$ cat src/rtl/spi_ctrl_pkg.sv
// Shared constants, state encoding and peripheral register map for the SPI write controller.
package spi_ctrl_pkg;

  localparam int unsigned FRAME_BITS = 16;
  localparam int unsigned ADDR_W     = 7;
  localparam int unsigned DATA_W     = 8;
  localparam logic        WRITE_BIT  = 1'b1;

  typedef enum logic [2:0] {
    IDLE,
    SETUP,
    SCLK_HI,
    SCLK_LO,
    GAP
  } state_t;

  // Register map of the attached peripheral
  localparam logic [ADDR_W-1:0] REG_OUT_EN_LO = 7'h00;
  localparam logic [ADDR_W-1:0] REG_OUT_EN_HI = 7'h01;
  localparam logic [ADDR_W-1:0] REG_PWM_EN_LO = 7'h02;
  localparam logic [ADDR_W-1:0] REG_PWM_EN_HI = 7'h03;
  localparam logic [ADDR_W-1:0] REG_DUTY      = 7'h04;

  function automatic logic [FRAME_BITS-1:0] build_frame(
    input logic [ADDR_W-1:0] addr,
    input logic [DATA_W-1:0] data
  );
    return {WRITE_BIT, addr, data};
  endfunction

endpackage

$ cat src/rtl/spi_clk_div.sv
// Half-period tick generator: one tick every CLK_DIV clk cycles while running.
module spi_clk_div #(
  parameter int unsigned CLK_DIV = 4
) (
  input  logic clk,
  input  logic rst_n,
  input  logic restart,
  input  logic run,
  output logic tick
);

  localparam logic [7:0] LAST = 8'(CLK_DIV - 1);

  logic [7:0] cnt;

  always_ff @(posedge clk or negedge rst_n) begin
    if (!rst_n) begin
      cnt <= '0;
    end else if (restart || !run || cnt == LAST) begin
      cnt <= '0;
    end else begin
      cnt <= cnt + 8'd1;
    end
  end

  assign tick = run && !restart && (cnt == LAST);

endmodule

$ cat src/rtl/spi_controller.sv
// SPI mode-0 write-only master: serialises {1, addr, data} MSB first with a guarded chip select.
module spi_controller
  import spi_ctrl_pkg::*;
#(
  parameter int unsigned CLK_DIV = 4
) (
  input  logic              clk,
  input  logic              rst_n,
  input  logic              req_valid,
  output logic              req_ready,
  input  logic [ADDR_W-1:0] req_addr,
  input  logic [DATA_W-1:0] req_data,
  output logic              busy,
  output logic              done,
  output logic              sclk,
  output logic              ncs,
  output logic              copi
);

  state_t                state;
  logic [FRAME_BITS-1:0] shift;
  logic [4:0]            bit_cnt;
  logic                  accept;
  logic                  tick;

  assign req_ready = (state == IDLE);
  assign accept    = req_valid && req_ready;

  spi_clk_div #(.CLK_DIV(CLK_DIV)) u_clk_div (
    .clk     (clk),
    .rst_n   (rst_n),
    .restart (accept),
    .run     (state != IDLE),
    .tick    (tick)
  );

  always_ff @(posedge clk or negedge rst_n) begin
    if (!rst_n) begin
      state   <= IDLE;
      shift   <= '0;
      bit_cnt <= '0;
      sclk    <= 1'b0;
      ncs     <= 1'b1;
      copi    <= 1'b0;
      busy    <= 1'b0;
      done    <= 1'b0;
    end else begin
      done <= 1'b0;
      case (state)
        IDLE: begin
          if (accept) begin
            shift   <= build_frame(req_addr, req_data);
            copi    <= WRITE_BIT;
            ncs     <= 1'b0;
            busy    <= 1'b1;
            bit_cnt <= '0;
            state   <= SETUP;
          end
        end
        SETUP: begin
          if (tick) begin
            sclk    <= 1'b1;
            bit_cnt <= bit_cnt + 5'd1;
            state   <= SCLK_HI;
          end
        end
        SCLK_HI: begin
          // Next bit is presented on the falling edge so it is stable for the whole next high phase
          if (tick) begin
            sclk  <= 1'b0;
            shift <= {shift[FRAME_BITS-2:0], 1'b0};
            copi  <= shift[FRAME_BITS-2];
            state <= SCLK_LO;
          end
        end
        SCLK_LO: begin
          if (tick) begin
            if (bit_cnt == 5'(FRAME_BITS)) begin
              ncs   <= 1'b1;
              copi  <= 1'b0;
              done  <= 1'b1;
              state <= GAP;
            end else begin
              sclk    <= 1'b1;
              bit_cnt <= bit_cnt + 5'd1;
              state   <= SCLK_HI;
            end
          end
        end
        GAP: begin
          if (tick) begin
            busy    <= 1'b0;
            bit_cnt <= '0;
            state   <= IDLE;
          end
        end
        default: state <= IDLE;
      endcase
    end
  end

endmodule

$ cat config.mk
export PLATFORM = sky130hd
export DESIGN_NAME = spi_controller
export DESIGN_NICKNAME = d
export VERILOG_FILES = /design/src/rtl/spi_ctrl_pkg.sv /design/src/rtl/spi_clk_div.sv /design/src/rtl/spi_controller.sv
export SDC_FILE = /design/constraint.sdc
export NUM_CORES = 1
export LEC_CHECK = 0
export CORE_AREA = 10 10 65 88
export CTS_CLUSTER_DIAMETER = 80
export CTS_CLUSTER_SIZE = 28
export DETAILED_ROUTE_END_ITERATION = 7
export DIE_AREA = 0 0 75 98
export GPL_TIMING_DRIVEN = 0
export HOLD_SLACK_MARGIN = 0.06
export PLACE_DENSITY = 0.7
export SLEW_MARGIN = 25
export SYNTH_ARGS = -nofsm -noshare
export SYNTH_HDL_FRONTEND = slang
export SYNTH_SLANG_ARGS = --single-unit
$ cat constraint.sdc
create_clock -name clk -period 1.9 [get_ports clk]
set_input_delay 0.285 -clock clk [delete_from_list [all_inputs] [get_ports clk]]
set_output_delay 0.285 -clock clk [all_outputs]
set_load 0.02 [all_outputs]
# Word level (Yosys, flattened, before mapping)
# Cells that the tools add are included.
# word_totals
elab_cells,81
output_inout_bits,6
register_bits,36
# op_classes
reduce_logical,22
eq_ne,13
n_addsub,2
n_mux,35
# op_table
operator,count
$mux W15,2
$pmux W15 S2,1
$mux W5,5
$pmux W5 S4,1
$mux W3,6
$pmux W3 S5,1
$reduce_and A5 Y1,3
$mux W1,14
$ne A2 B2 Y1 const B,6
$reduce_bool A3 Y1,3
$add A8 B1 Y8 const B,1
$eq A8 B2 Y1 const B,1
$mux W8,1
$eq A3 B2 Y1 const B,2
$pmux W1 S3,2
$reduce_and A3 Y1,2
$reduce_and A6 Y1,1
$reduce_bool A2 Y1,3
$add A5 B1 Y5 const B,1
$eq A5 B5 Y1 const B,1
$pmux W1 S2,2
$reduce_and A4 Y1,1
$reduce_bool A4 Y1,1
$eq A3 B1 Y1 const B,1
other kinds (6),10

# Logic depth before layout (Yosys ltp)
# Gate-level depths: netlist of the first run.
# logic_depth
word_depth,7
depth_mapped,6

# By module
# From an unflattened synthesis of the first run, not the netlist that was laid out.
# unflattened
cells_unflattened,182
area_unflattened_um2,1848.0
# modules_own_cells
mod,seq_area_each_um2,cells_each,instances,area_each_um2
spi_controller,701.9,142,1,1460.2
spi_clk_div,200.2,40,1,387.9

# Worst setup path after synthesis of the first run
# No wires, ideal clock.
# synth_timing
path_kind,register -> register
startpoint,register u_clk_div.cnt[0]
endpoint,register shift[10]
path_stages_with_launch,7
t_required_ps,1775
setup_slack_ps,-28
arrival_ps,1803
path_buffers,1
synth_period_minus_slack_ps,1928
path_cell_list,dfrtp_1 -> ha_1 -> nor4b_4 -> a31oi_2 -> nor3_4 -> buf_12 -> mux2_4
# synth_between
elab_chain_cells,4
# synth_lines
element,line_no,text
from (decl),spi_clk_div.sv:14,logic [7:0] cnt;
from (signal assigned),spi_clk_div.sv:22,cnt <= cnt + 8'd1;
$eq A8 B2 Y1,spi_clk_div.sv:26,assign tick = run && !restart && (cnt == LAST);
$logic_and A1 B1 Y1,spi_clk_div.sv:26,
$ne A2 B2 Y1 (no line),n/a,
$reduce_and A3 Y1 (no line),n/a,
to (signal assigned),spi_controller.sv:52,"shift <= build_frame(req_addr, req_data);"
to (signal assigned),spi_controller.sv:71,"shift <= {shift[FRAME_BITS-2:0], 1'b0};"
to (decl),spi_controller.sv:21,logic [FRAME_BITS-1:0] shift;
# No other way between the ends.
# A chain may end at the register's enable or synchronous reset.

# Final worst setup path of the first run
# layout_timing
startpoint,register u_clk_div.cnt[1]
endpoint,register busy
# layout_between
elab_chain_cells,4
# layout_lines
element,line_no,text
$eq A8 B2 Y1,spi_clk_div.sv:26,
$logic_and A1 B1 Y1,spi_clk_div.sv:26,
$ne A2 B2 Y1 (no line),n/a,
$reduce_and A3 Y1 (no line),n/a,
to (signal assigned),spi_controller.sv:45,busy <= 1'b0;
to (signal assigned),spi_controller.sv:55,busy <= 1'b1;
to (signal assigned),spi_controller.sv:92,busy <= 1'b0;
to (decl),spi_controller.sv:13,"output logic busy,"
# No other way between the ends.

==> metrics.cfg, run 1 <==
[placed_design]
dpl_cell_area_um2=2240
io_buffers=23
dp_hpwl_mm=2.887
routabilityCongestion=0.7962
pre_cts_ws_ns=-0.2348

[synthesis]
synth_fp_nets=183
postSynthAreaPerCell_um2=11.90
synth_top_flop_cell=dfrtp_1
synthArstFlopShare_pct=100.0
yosysTopAreaCellShare_pct=45.43
ys_ff_latch=36
synth_cell_types=45
seq_area_frac_synth_pct=46.79
ys_top_cells_by_count=dfrtp_1, mux2_2, nor2_1
yosys.area.top_type=dfrtp_1
synth_edf_count=0
synth_area_leaders=dfrtp_1, mux2_2, mux2_4, nor2_1, nand3_1
synth_warnings=0
syn_area_um2=1928
synth_cells=162
synth_most_common_cell=dfrtp_1

[final_layout]
antenna_cells=0
syn2layout_area_growth_pct=28.81
drive_above_1_share_pct=36.06
postLayoutCellArea_um2=2484
nets=228
final_util_pct=59.57

[worst_setup_path]
cp_common_cell=buf_4
cpLargestDelayFamily=buffers and inverters
crit_path_start_kind=flip-flop
critical_path_class=reg2reg
max_stage_delay_ns=0.41
arrival_ns=2.02
crit_chain=ha_4 -> nor4b_4 -> buf_4 -> buf_4 -> buf_4 -> buf_4 -> buf_4 -> nand2_2 -> o31ai_1 -> o21ai_1
required_ns=2.06
path_max_fanout=4
critPathCaptureType=flip-flop
critPathSlowestCell=dfrtp_1
path_buf_inv=5

[power_and_ir_drop]
p_per_area_nw_per_um2=1447
p_leak_uw=0.001079
max-vdd-ir-drop_mv=0.7144

[cts]
cts_tree=built
clock_path_buffers=2
clkTransAtPathRegs_ns=0.07
ctsHtreeMaxLevel=2
clock_tree.root_cell=clkbuf_8
cts.sinks=36
clk_latency_ns=0.28
cts_made_buffers=5

[timing]
skew_ns=0.006272
setup_viol_count_final=0
final.period_utilization_pct=97.92
maxSlewViolCount=0
fmaxAchievable_ghz=0.5375
hold_viol_final=0
min_period_ns=1.861
max_slew_margin_pct=58.34
tightest_slew_ns=0.6249
setup_slack_ns=0.03943

[route]
drt-total-wl_mm=4.197
drc=0
routedWlPerCell_um=16.59
antenna_left=0
num_vias=1412
drt_iter0_drc=69
post_drt_via_cell_ratio=5.581
drt_first_pass_iters=4

[status]
outcome=complete, no violations

[job]
maxCapViolCount=0

[floorplan]
coreArea_um2=4169
initial_core_util_pct=46.25
num_rows=28
dieArea_um2=7350
die_y_um=98
die_x_um=75
io_pins=24

[global_route]
grt_util_met3_pct=3.951
track_usage_pct=11.16
use_met1_pct=12.20
gr-total-overflow=0
grt_first_pass_wirelength_mm=6.568
antenna_found_initial=0
gr-usage-met2_pct=19.07
grt_max_degree=24
top_usage_layer=met2
grt_pass1_vias=1429

[worst_hold_path]
hold_class=in2async

-- worst reg2reg max path: stages (launching register included) --
cell and delay, ns:
dfrtp_1 0.41, ha_4 0.16, nor4b_4 0.17, buf_4 0.18, buf_4 0.11, buf_4 0.09
buf_4 0.09, buf_4 0.11, nand2_2 0.06, o31ai_1 0.26, o21ai_1 0.10
-- repair_timing --
item	CTS	global route
setup buffers	10	3
setup endpoints to repair	22	17
pin swaps	3	2
gates resized for setup	4	7
hold buffers	1	0
endpoints found under the hold margin	13	0
-- sequential cells by signal, indices dropped and copies added, names as in the netlist, 3 cells and up --
signal	flops
shift	15
bit_cnt	5
state	3
u_clk_div.cnt	8
-- report_power, final --
group / internal, µW / total [µW] / switching, µW
Combinational: 995 / 1780 / 786
Clock: 296 / 564 / 268
Sequential: 1050 / 1250 / 198
Total: 2340 / 3590 / 1250
-- placed cells by master (no fill, tap or decap), types with 4 or more instances in the layout --
master | Yosys | final
dfrtp_1 | 35 | 35
nand2_1 | 5 | 4
mux2_2 | 20 | 20
o21ai_0 | 5 | 4
xor2_1 | 5 | 5
a21oi_1 | 4 | 4
nand3_1 | 9 | 8
buf_4 | 0 | 12
a31oi_1 | 4 | 4
nor2_1 | 16 | 16
mux2_4 | 9 | 9
buf_2 | 3 | 4
clkdlybuf4s50_1 | 0 | 21
clkbuf_8 | 0 | 6
-- area by class of cell --
| class | count | area, µm² |
|---|---|---|
| fillers | 335 | 1685 |
| clock buffers | 8 | 90.09 |
| plain buffers | 7 | 53.80 |
| multi-input cells | 116 | 1007 |
| inverters | 3 | 11.26 |
| flip-flops and latches | 36 | 902.1 |
| well taps | 45 | 56.30 |
| repair buffers | 38 | 362.8 |
-- kinds of logic after synthesis --
family | count (synthesis) | share of synthesized area (%)
adder cells (fa/ha/maj) | 3 | 1.947
AND/OR/NAND/NOR | 53 | 16.55
flip-flops | 36 | 46.79
multiplexers | 31 | 19.73
buffers and inverters | 10 | 3.374
AO/OA/AOI/OAI | 23 | 8.891
XOR/XNOR | 6 | 2.725
-- worst paths after layout --
path                       slack (ns)                  startpoint  cells past startpoint                endpoint
setup / recovery                 0.04  u_clk_div.cnt[1]$_DFF_PN0_                     10        busy$_DFFE_PN0P_
hold / removal                   0.45                       rst_n                      2  bit_cnt[1]$_DFFE_PN0P_
setup reg to reg                 0.04  u_clk_div.cnt[1]$_DFF_PN0_                     10        busy$_DFFE_PN0P_
hold reg to reg                  0.51        shift[3]$_DFFE_PN0P_                      1    shift[3]$_DFFE_PN0P_
max in group asynchronous        0.94                       rst_n                      3         ncs$_DFFE_PN1P_
min in group clk                 0.51        shift[3]$_DFFE_PN0P_                      1    shift[3]$_DFFE_PN0P_
-- through the flow --
step	setup TNS (ns)	hold WS (ns)	total power, µW	instances
2_1_floorplan	-0.04990	-0.01059	2573	162
3_3_place_gp	-9.061	0.4644	2887	230
3_5_place_dp	-2.734	0.2183	2980	231
4_1_cts	0	0.4593	3501	250
5_1_grt	-0.1037	0.4924	3829	253
6_report	0	0.4495	3593	253
-- routing by layer --
metal / wire, µm / part of all wire, %
met1: 1640 / 39
met2: 2269 / 54
met3: 231 / 5.5
met4: 55 / 1.3
met5: 0 / 0
Note: power is estimated with default switching activity, not from simulation.
==> run 2, diff against run 1 <==
--- a/config.mk
+++ b/config.mk
@@ -6,7 +6,7 @@
 export NUM_CORES = 1
 export LEC_CHECK = 0
 export CORE_AREA = 10 10 65 88
-export CTS_CLUSTER_DIAMETER = 80
+export CTS_CLUSTER_DIAMETER = 50
 export CTS_CLUSTER_SIZE = 28
 export DETAILED_ROUTE_END_ITERATION = 7
 export DIE_AREA = 0 0 75 98
==> results of run 2 <==
Final layout, timing and power as in run 1 (identical DEF).
==> run 3, diff against run 2 <==
--- a/config.mk
+++ b/config.mk
@@ -5,14 +5,15 @@
 export SDC_FILE = /design/constraint.sdc
 export NUM_CORES = 1
 export LEC_CHECK = 0
-export CORE_AREA = 10 10 65 88
+export ABC_AREA = 1
+export CORE_AREA = 10 10 66 90
 export CTS_CLUSTER_DIAMETER = 50
 export CTS_CLUSTER_SIZE = 28
 export DETAILED_ROUTE_END_ITERATION = 7
-export DIE_AREA = 0 0 75 98
+export DIE_AREA = 0 0 76 100
 export GPL_TIMING_DRIVEN = 0
 export HOLD_SLACK_MARGIN = 0.06
-export PLACE_DENSITY = 0.7
+export PLACE_DENSITY = 0.71
 export SLEW_MARGIN = 25
 export SYNTH_ARGS = -nofsm -noshare
 export SYNTH_HDL_FRONTEND = slang
==> run 3 against run 2 <==
Critical path depth decreased by 6. Largest power group unchanged. Non-clock buffer count decreased by 14. Register-to-register slack improved by 0.23 ns. Sequential share of layout area decreased by 0.54 points. First-iteration DRC count decreased by 5.8%. Highest routed layer unchanged.
==> metrics.cfg, run 3 <==
[worst_setup_path]
reg2reg_to=busy$_DFFE_PN0P_
required_ns=1.62  ; -0.44 ns
critPathCaptureType=output port
arrival_ns=1.49  ; -0.53 ns
ff2ff_setup_slack_ns=0.27  ; +0.23 ns
r2r_start=u_clk_div.cnt[0]$_DFF_PN0_
path_max_fanout=6  ; +2
crit_path_start_kind=flip-flop
critical_path_class=reg2out
ff2ff_path_depth=8  ; -2

[synthesis]
synth_top_family_by_area=simple AND/OR/NAND/NOR gates
synth_top_flop_cell=dfrtp_1
synth_cells=245  ; +51%
synth_warnings=0  ; unchanged
synth_most_common_cell=nand2_1
synth_xor_area_share_pct=0.8398  ; -1.9 points
yosys.area.top_type=dfrtp_1
synth_edf_count=0  ; unchanged
synth-compound-area-share_pct=16.14  ; +7.2 points
postSynthAreaPerCell_um2=8.513  ; -28%
synth_fp_nets=266  ; +45%
seq_area_frac_synth_pct=43.25  ; -3.5 points
synth-simple-area-share_pct=27.17  ; +11 points
synth_area_leaders=dfrtp_1, nand2_1, inv_1, nor2_1, o21ai_2
yosys.area_share.adder_pct=1.800  ; -0.15 points
ys_top_cells_by_count=nand2_1, inv_1, dfrtp_1
synth_cell_types=34  ; -24%
syn_area_um2=2086  ; +8.2%
synth_mux_area_share_pct=0  ; -20 points
yosysTopAreaCellShare_pct=41.99  ; -3.4 points
synthArstFlopShare_pct=100.0  ; unchanged
ys_ff_latch=36  ; unchanged

[final_layout]
top_regs=shift x15, u_clk_div.cnt x8, bit_cnt x5
nets=298  ; +31%
multi_input_area_um2=958.4  ; -4.8%
layout_commonest_cell=nand2_1
syn2layout_area_growth_pct=20.88
regMostFlops=shift
fillers=423  ; +26%
antenna_cells=0  ; unchanged
mostFrequentLayoutCells=nand2_1, inv_1, dfrtp_1
register_area_um2=902.1  ; unchanged
layout.cells.non_filler=339  ; +34%
drive_above_1_share_pct=17.33  ; -19 points
largest_reg_flops=15  ; unchanged

[route]
drt_iter0_drc=65  ; -5.8%
drt_first_pass_iters=4  ; unchanged
antenna_left=0  ; unchanged
drt-total-wl_mm=4.125  ; -1.7%
post_drt_via_cell_ratio=4.864  ; -13%
drc=0  ; unchanged
num_vias=1649  ; +17%
routedWlPerCell_um=12.17  ; -27%

[cts]
clock_path_buffers=2  ; unchanged
clock_tree.root_cell=clkbuf_8
ctsHtreeMaxLevel=2  ; unchanged
clkTransAtPathRegs_ns=0.07  ; about the same
cts.sinks=36  ; unchanged
cts_tree=built
clk_latency_ns=0.29  ; about the same
cts_made_buffers=5  ; unchanged

[status]
outcome=complete, no violations

[timing]
tightest_slew_ns=0.4337  ; -0.1912 ns
fmaxAchievable_ghz=0.5638  ; +4.9%
final.period_utilization_pct=93.35  ; -4.6 points
maxSlewViolCount=0  ; unchanged
setup_slack_ns=0.1263  ; +0.08683 ns
max_slew_margin_pct=71.08  ; +13 points
min_period_ns=1.774  ; -0.08683 ns
holdWs_ns=0.4596  ; +0.01009 ns
rsz0062_at_grt=no
skew_ns=0.005746  ; -0.0005259 ns
hold_viol_final=0  ; unchanged
setup_viol_count_final=0  ; unchanged

[worst_hold_path]
hp-start=u_clk_div.cnt[0]$_DFF_PN0_
hold_class=reg2reg
holdPathEnd=u_clk_div.cnt[0]$_DFF_PN0_
worstHoldPathCells=1

[power_and_ir_drop]
power_frac_clock_pct=15.1  ; -0.6 points
sw_frac_of_total_pct=43.65  ; +8.8 points
p_per_area_nw_per_um2=1551  ; +7.2%
power_frac_comb_pct=52.7  ; +3.1 points
p_total_uw=3910  ; +8.8%
p_leak_uw=0.001243  ; +15%
switching_power_uw=1707  ; +36%
max-vdd-ir-drop_mv=0.9128  ; +28%
power.internal_uw=2203  ; -5.9%
p_seq_share_pct=32.2  ; -2.6 points

[placed_design]
dp_cells=331  ; +43%
io_buffers=23  ; unchanged
routabilityCongestion=0.8379  ; +5.2%
pre_cts_ws_ns=0.1537  ; +0.3885 ns
dp_hpwl_mm=3.177  ; +10%

[global_route]
grt_max_degree=21  ; -13%
grt_first_pass_wirelength_mm=7.562  ; +15%
antenna_found_initial=0  ; unchanged
grt_pass1_vias=1706  ; +19%
track_usage_pct=11.81  ; +0.65 points
gr-total-overflow=0  ; unchanged

[floorplan]
coreArea_um2=4390  ; +5.3%
die_y_um=100  ; +2.0%
num_rows=29  ; +3.6%
dieArea_um2=7600  ; +3.4%
io_pins=24  ; unchanged
initial_core_util_pct=47.51  ; +1.3 points
die_x_um=76  ; +1.3%

[job]
maxCapViolCount=0  ; unchanged

==> run 3: cell types whose count changed after synthesis, sizes merged, moves of 4 or more <==
cell and delta:
nand2 +56, inv +39, nor2 +13, o21bai +6, o21ai +13, nand4 +7, a31oi -5, xor2 -4
o211ai +15, mux2 -29
==> run 3: cell type report <==
class                           count  share of cell area [%]
Buffer                              6                   2.680
Inverter                           42                   6.253
Sequential cell                    36                   35.78
Clock buffer                        7                   3.821
Timing Repair Buffer               25                   10.37
Tap cell                           62                   3.077
Multi-Input combinational cell    161                   38.01
==> run 3: worst max-delay path, stage by stage (launching register included) <==
cell,delay [ns]
dfrtp_1,0.49
inv_2,0.11
nand2_4,0.08
nor2_8,0.16
dlygate4sd2_1,0.36
==> run 3: worst max path at each step <==
stage,from,end,cells after the start
6_report,state[0]$_DFFE_PN0P_,req_ready,4
3_3_place_gp,rst_n,shift[2]$_DFFE_PN0P_,1
3_5_place_dp,state[0]$_DFFE_PN0P_,req_ready,4
4_1_cts,state[0]$_DFFE_PN0P_,req_ready,4
5_1_grt,u_clk_div.cnt[0]$_DFF_PN0_,busy$_DFFE_PN0P_,8
2_1_floorplan,u_clk_div.cnt[0]$_DFF_PN0_,shift[10]$_DFFE_PN0P_,9
==> run 3: kinds of logic after synthesis <==
logic type	Yosys count
DFF	36
AOI/OAI and AO/OA	42
and+or+nand+nor	114
adders and majority gates	3
buffers and inverters	48
xor gates and xnor gates	2
==> run 3: through the flow <==
step | setup TNS (ns) | utilization [%] | area [µm²]
after floorplan | 0 | - | 2086
after global placement | -10.95 | 54.52 | 2394
after detailed placement | 0 | 55.03 | 2416
after CTS | 0 | 57.42 | 2521
after global routing | 0 | 57.42 | 2521
final | 0 | 57.42 | 2521
==> run 3: what timing repair did <==
action / in CTS / in global routing
hold buffers: 1 / 0
endpoints found under the hold margin: 16 / 0
setup buffers: 0 / 0
gates resized for setup: 1 / 0
endpoints found under the setup margin: 1 / 0
==> run 3: routing by layer <==
| metal | track usage, % | vias to the layer above | routed length (µm) |
|---|---|---|---|
| met4 | 5.263 | 0 | 74 |
| met5 | 0 | - | 0 |
| met1 | 12.85 | 764 | 1792 |
| met3 | 2.862 | 9 | 164 |
| met2 | 21.19 | 28 | 2094 |
| li1 | - | 848 | - |
==> run 3: power groups by stage <==
stage	Sequential, µW	Clock, µW	Combinational, µW
floorplan	1280	0	1590
global placement	1270	0	2060
detailed placement	1280	0	2090
CTS	1260	607	2100
global route	1300	641	2350
finish	1260	590	2060
==> variant 1: new RTL, config.mk and constraints of run 3 <==
The 5 states of `state_t` get a Gray code encoding in 3 bits.
--- a/src/rtl/spi_ctrl_pkg.sv
+++ b/src/rtl/spi_ctrl_pkg.sv
@@ -9,7 +9,7 @@
   typedef enum logic [2:0] {
-    IDLE,
-    SETUP,
-    SCLK_HI,
-    SCLK_LO,
-    GAP
+    IDLE    = 3'b000,
+    SETUP   = 3'b001,
+    SCLK_HI = 3'b011,
+    SCLK_LO = 3'b010,
+    GAP     = 3'b110
   } state_t;
Formal check against the unedited RTL: no difference found for any inputs over 10 cycles, from zero or initial values and one cycle with rst_n low; not proved beyond that.
==> variant 1 against run 3 <==
  * Sequential power decreased by 5%
  * Via count increased by 6.4%
  * Setup slack better by 36 ps
  * Final area shrank 1.7%
  * Routed wire length decreased by 1.3%
  * Synthesized cell count up 9.4%
  * Critical path depth grew 1
  * Global-route usage shrank 0.65 points
  * Total power is 14% lower
  * Clock skew up 0.59 ps
  * Synthesized area is 2.0% lower
  * Sequential cell count unchanged
  * Clock power increased by 3%
  * Largest cell class unchanged
  * Largest power group unchanged
==> variant 1: results (changes against run 3) <==
| Metric | Value |
|---|---|
| Crit-path max FO | `9 (+3)` |
| Placed inst area | `2366 um2 (-2.1%)` |
| Seq/Total Area, Yosys | `0.4415 (+0.009005)` |
| Hpwl dp | `3087 um (-2.8%)` |
| First-pass detailed-route iteration total | `5 (+1)` |
| Ant diodes | `0 (unchanged)` |
| Static Leak | `1.221 nW (-1.8%)` |
| Hold crit path type | `primary input to async pin` |
| Pre-CTS WS | `142.8 ps (-10.90 ps)` |
| PortBufs | `23 (unchanged)` |
| R2R Setup Slk | `250 ps (-20 ps)` |
| Pin count of the biggest net entering global routing | `29 (+38%)` |
| Top post-synthesis cells by count | `69 x nand2_1, 37 x inv_1, 35 x dfrtp_1` |
| Vias in the first global route | `1640 (-3.9%)` |
| Fillers | `426 (+0.71%)` |
| Worst reg2reg startpoint | `bit_cnt[0]` |
| First-pass GRT wire length | `7065 um (-6.6%)` |
| Count of different cell masters after synthesis | `26 (-24%)` |
| Layout cells sized above 1 | `0.1329 (-0.04039)` |
| Asr flop ratio synth | `1.000 (unchanged)` |
| Crit path DAT | `1450 ps (-40 ps)` |
| GR Util All Layers | `0.1116 (-0.006478)` |
| Post-Route WL | `4070 um (-1.3%)` |
| R2r endpoint | `bit_cnt[0]` |
| Reg2Reg Depth | `10 (+2)` |
| Iter 0 DRT Violations | `87 (+34%)` |
| Placer congestion estimate | `0.7955 (-5.1%)` |
| Clock skew | `6.334 ps (+0.5876 ps)` |
| Outcome | `completed` |
| Max VDD drop | `0.6476 mV (-29%)` |
| Worst path max stage delay | `370 ps (-120 ps)` |
| Worst skew pair latency | `290 ps (about the same)` |
| Top cells by area, synth | `dfrtp_1 43%, nand2_1 13%, o21ai_0 7.8%` |
| Worst-Margin Slew | `387.8 ps (-45.97 ps)` |
| Vias | `1755 (+6.4%)` |
| Syn Nets | `289 (+8.6%)` |
| Post-layout util | `0.5643 (-0.009975)` |
| Nets | `321 (+7.7%)` |
| Largest delay contributor family on the critical path | `buffers and inverters` |
variant 1: changes by cell type in the layout (fill, tap and decap cells not counted), moves of 5 or more:
cell,change
nand2_1,+15
o211ai_1,-10
o211ai_2,-5
o21ai_0,+31
o21ai_1,-6
variant 1: power breakdown:
| group | leakage (nW) | total, W | internal (W) | switching [W] |
|---|---|---|---|---|
| Combinational | 0.716 | 0.00157 | 0.000612 | 0.000956 |
| Clock | 0.0515 | 0.000606 | 0.000331 | 0.000275 |
| Sequential | 0.454 | 0.00120 | 0.00105 | 0.000147 |
| Total | 1.22 | 0.00337 | 0.00199 | 0.00138 |
variant 1: worst reg2reg max path, cell delays in order (launching register included):
cell,delay (ps)
dfrtp_1,430
inv_1,80
ha_1,210
nand2_1,60
inv_1,30
nand2_1,90
nor2_1,80
nor2_2,210
nand2_2,130
o21bai_1,150
nand2_1,60
variant 1: per-layer routing:
metal | part of all wire | global-route usage | up-vias
li1 | - | - | 919
met1 | 0.43 | 0.1159 | 802
met2 | 0.50 | 0.2001 | 26
met3 | 0.044 | 0.03488 | 8
met4 | 0.018 | 0.05263 | 0
met5 | 0 | 0 | -
variant 1: metrics by stage:
step / setup TNS [ps] / hold slack [ps] / std cells
floorplan: 0 / -10.59 / 268
global placement: -11960 / 443.9 / 353
detailed placement: 0 / 163.8 / 354
CTS: 0 / 392.0 / 363
global route: 0 / 396.5 / 363
finish: 0 / 383.0 / 363
variant 1: final cells by class:
cell class / instances / share of cell area
multi-input cells: 184 / 0.3732
flip-flops and latches: 36 / 0.3641
repair buffers: 25 / 0.1025
inverters: 41 / 0.06313
clock buffers: 8 / 0.04040
well taps: 62 / 0.03131
plain buffers: 7 / 0.02525
variant 1: worst max-delay path by stage:
stage | start | slack, ps | cells past startpoint | to
finish | state[1] | 160 | 5 | req_ready
floorplan | bit_cnt[0] | 390 | 10 | bit_cnt[0]
global placement | rst_n | -340 | 1 | shift[5]
CTS | bit_cnt[0] | 140 | 10 | bit_cnt[0]
detailed placement | bit_cnt[0] | 140 | 10 | bit_cnt[0]
global route | state[1] | 80 | 5 | req_ready
variant 1: logic make-up after synthesis:
group / synth area share
AO/OA/AOI/OAI: 0.1574
adder cells (fa/ha/maj): 0.01837
buffers and inverters: 0.1072
AND/OR/NAND/NOR: 0.2713
flip-flops: 0.4415
XOR/XNOR: 0.004287
variant 1: what timing repair did:
action                                  CTS  global route
resized for setup                         1             1
hold buffers                              1             0
endpoints found under the hold margin     7             0
endpoints found under the setup margin    1             1
==> variant 2: new RTL, settings of run 3 <==
Made on the original files. Make the reset (`rst_n`) synchronous in 2 clocked blocks.
--- a/src/rtl/spi_clk_div.sv
+++ b/src/rtl/spi_clk_div.sv
@@ -15,3 +15,3 @@
 
-  always_ff @(posedge clk or negedge rst_n) begin
+  always_ff @(posedge clk) begin
     if (!rst_n) begin
--- a/src/rtl/spi_controller.sv
+++ b/src/rtl/spi_controller.sv
@@ -36,3 +36,3 @@
 
-  always_ff @(posedge clk or negedge rst_n) begin
+  always_ff @(posedge clk) begin
     if (!rst_n) begin
Function: differs if rst_n is asserted again (counterexample within 4 cycles, from zero or initial values and one cycle with rst_n low); with rst_n held inactive, the same outputs for 10 cycles.
==> variant 2 against run 3 <==
  * Sequential cell count is the same
  * Sequential share of layout area is 3.9 points lower
  * Synthesized area is 11% lower
  * Via count rose by 9.8%
  * Setup slack better by 160 ps
  * Routed wire length grew 3.6%
  * Final area fell by 10%
  * Largest cell class unchanged
Power is not compared: it rests on default switching activity, and its combinational part moved more than twofold at a synthesized area within 25%.
==> variant 2: results (changes against run 3) <==
| Metric | Value |
|---|---|
| Worst path max stage delay | `360 ps (-130 ps)` |
| Outcome | `completed` |
| Hpwl dp | `3172 um (-0.16%)` |
| Seq/Total Area, Yosys | `0.3868 (-0.04568)` |
| Top cells by area, synth | `dfxtp_1 39%, nand2_1 14%, nor2_1 12%` |
| Vias per inst | `4.788 (-1.6%)` |
| CP max stage cell | `dfxtp_1` |
| Syn Nets | `306 (+15%)` |
| GRT met3 Usage | `0.02773 (-0.0008945)` |
| Crit path DAT | `1800 ps (+310 ps)` |
| Fillers | `454 (+7.3%)` |
| Asr flop ratio synth | `0 (-1.000)` |
| Iter 0 DRT Violations | `67 (+3.1%)` |
| Layout cells sized above 1 | `0.08861 (-0.08468)` |
| Met1 Wirelength | `1786 um (-0.33%)` |
| Crit-path max FO | `10 (+4)` |
| Top post-synthesis cells by count | `71 x nand2_1, 62 x nor2_1, 42 x nand3_1` |
| PortBufs | `22 (-4.3%)` |
| Post-Route WL | `4275 um (+3.6%)` |
| Count of different cell masters after synthesis | `27 (-21%)` |
| Met2 Usage GRT | `0.2270 (+0.01509)` |
| First-pass GRT wire length | `7603 um (+0.54%)` |
| Max-slew headroom | `0.6997 (-0.01112)` |
| DR WL met2 | `2306 um (+10%)` |
| GR Util All Layers | `0.1168 (-0.001358)` |
| Placed inst area | `2161 um2 (-11%)` |
| Pin count of the biggest net entering global routing | `11 (-48%)` |
## variant 2: cell type report
cell class,instances,area [um2],area share
Tap cell,62,77.57,0.03431
Timing Repair Buffer,23,230.2,0.1018
Multi-Input combinational cell,214,988.4,0.4372
Buffer,10,58.81,0.02601
Inverter,25,95.09,0.04206
Sequential cell,36,720.7,0.3188
Clock buffer,8,90.09,0.03985
## variant 2: repair_timing
item,in CTS,in global routing
resized for setup,0,1
endpoints found under the setup margin,1,1
setup buffers,1,0
pin swaps,1,0
## variant 2: worst paths after layout
check | start | to | cells past startpoint
worst max register to register | u_clk_div.cnt[0] | shift[14] | 9
worst min register to register | u_clk_div.cnt[0] | u_clk_div.cnt[0] | 1
worst min-delay path | rst_n | shift[3] | 3
worst max-delay path | u_clk_div.cnt[0] | shift[14] | 9
## variant 2: power by group
part | switching (W) | internal (W)
combinational | 0.000172 | 0.000133
clock | 0.000264 | 0.000296
sequential | 0.0000339 | 0.000806
total | 0.000470 | 0.00123
## variant 2: cells by family (layout without fill, tap and decap cells)
kind of cell,after synthesis,after routing,synth area share
AOI/OAI and AO/OA,13,13,0.03828
xor gates and xnor gates,1,1,0.004702
adders and majority gates,3,3,0.02015
buffers and inverters,35,66,0.08260
DFF,36,36,0.3868
and+or+nand+nor,197,197,0.4674
## variant 2: through the flow
stage	hold slack [ps]	worst slack, ps	instances	total power [W]
after floorplan	417.5	508.5	285	0.001055
after CTS	286.1	22.12	378	0.001722
after global routing	307.9	90.31	378	0.001803
final	283.2	284.9	378	0.001704
after detailed placement	440.0	235.1	369	0.001156
after global placement	429.5	240.8	369	0.001151
## variant 2: worst max-delay path: cells and delay by family, from the launching register on
kind / cells / cell delay, ps
flops: 1 / 360
buf+inv: 1 / 210
simple gates: 7 / 730
fa+ha+maj: 1 / 220
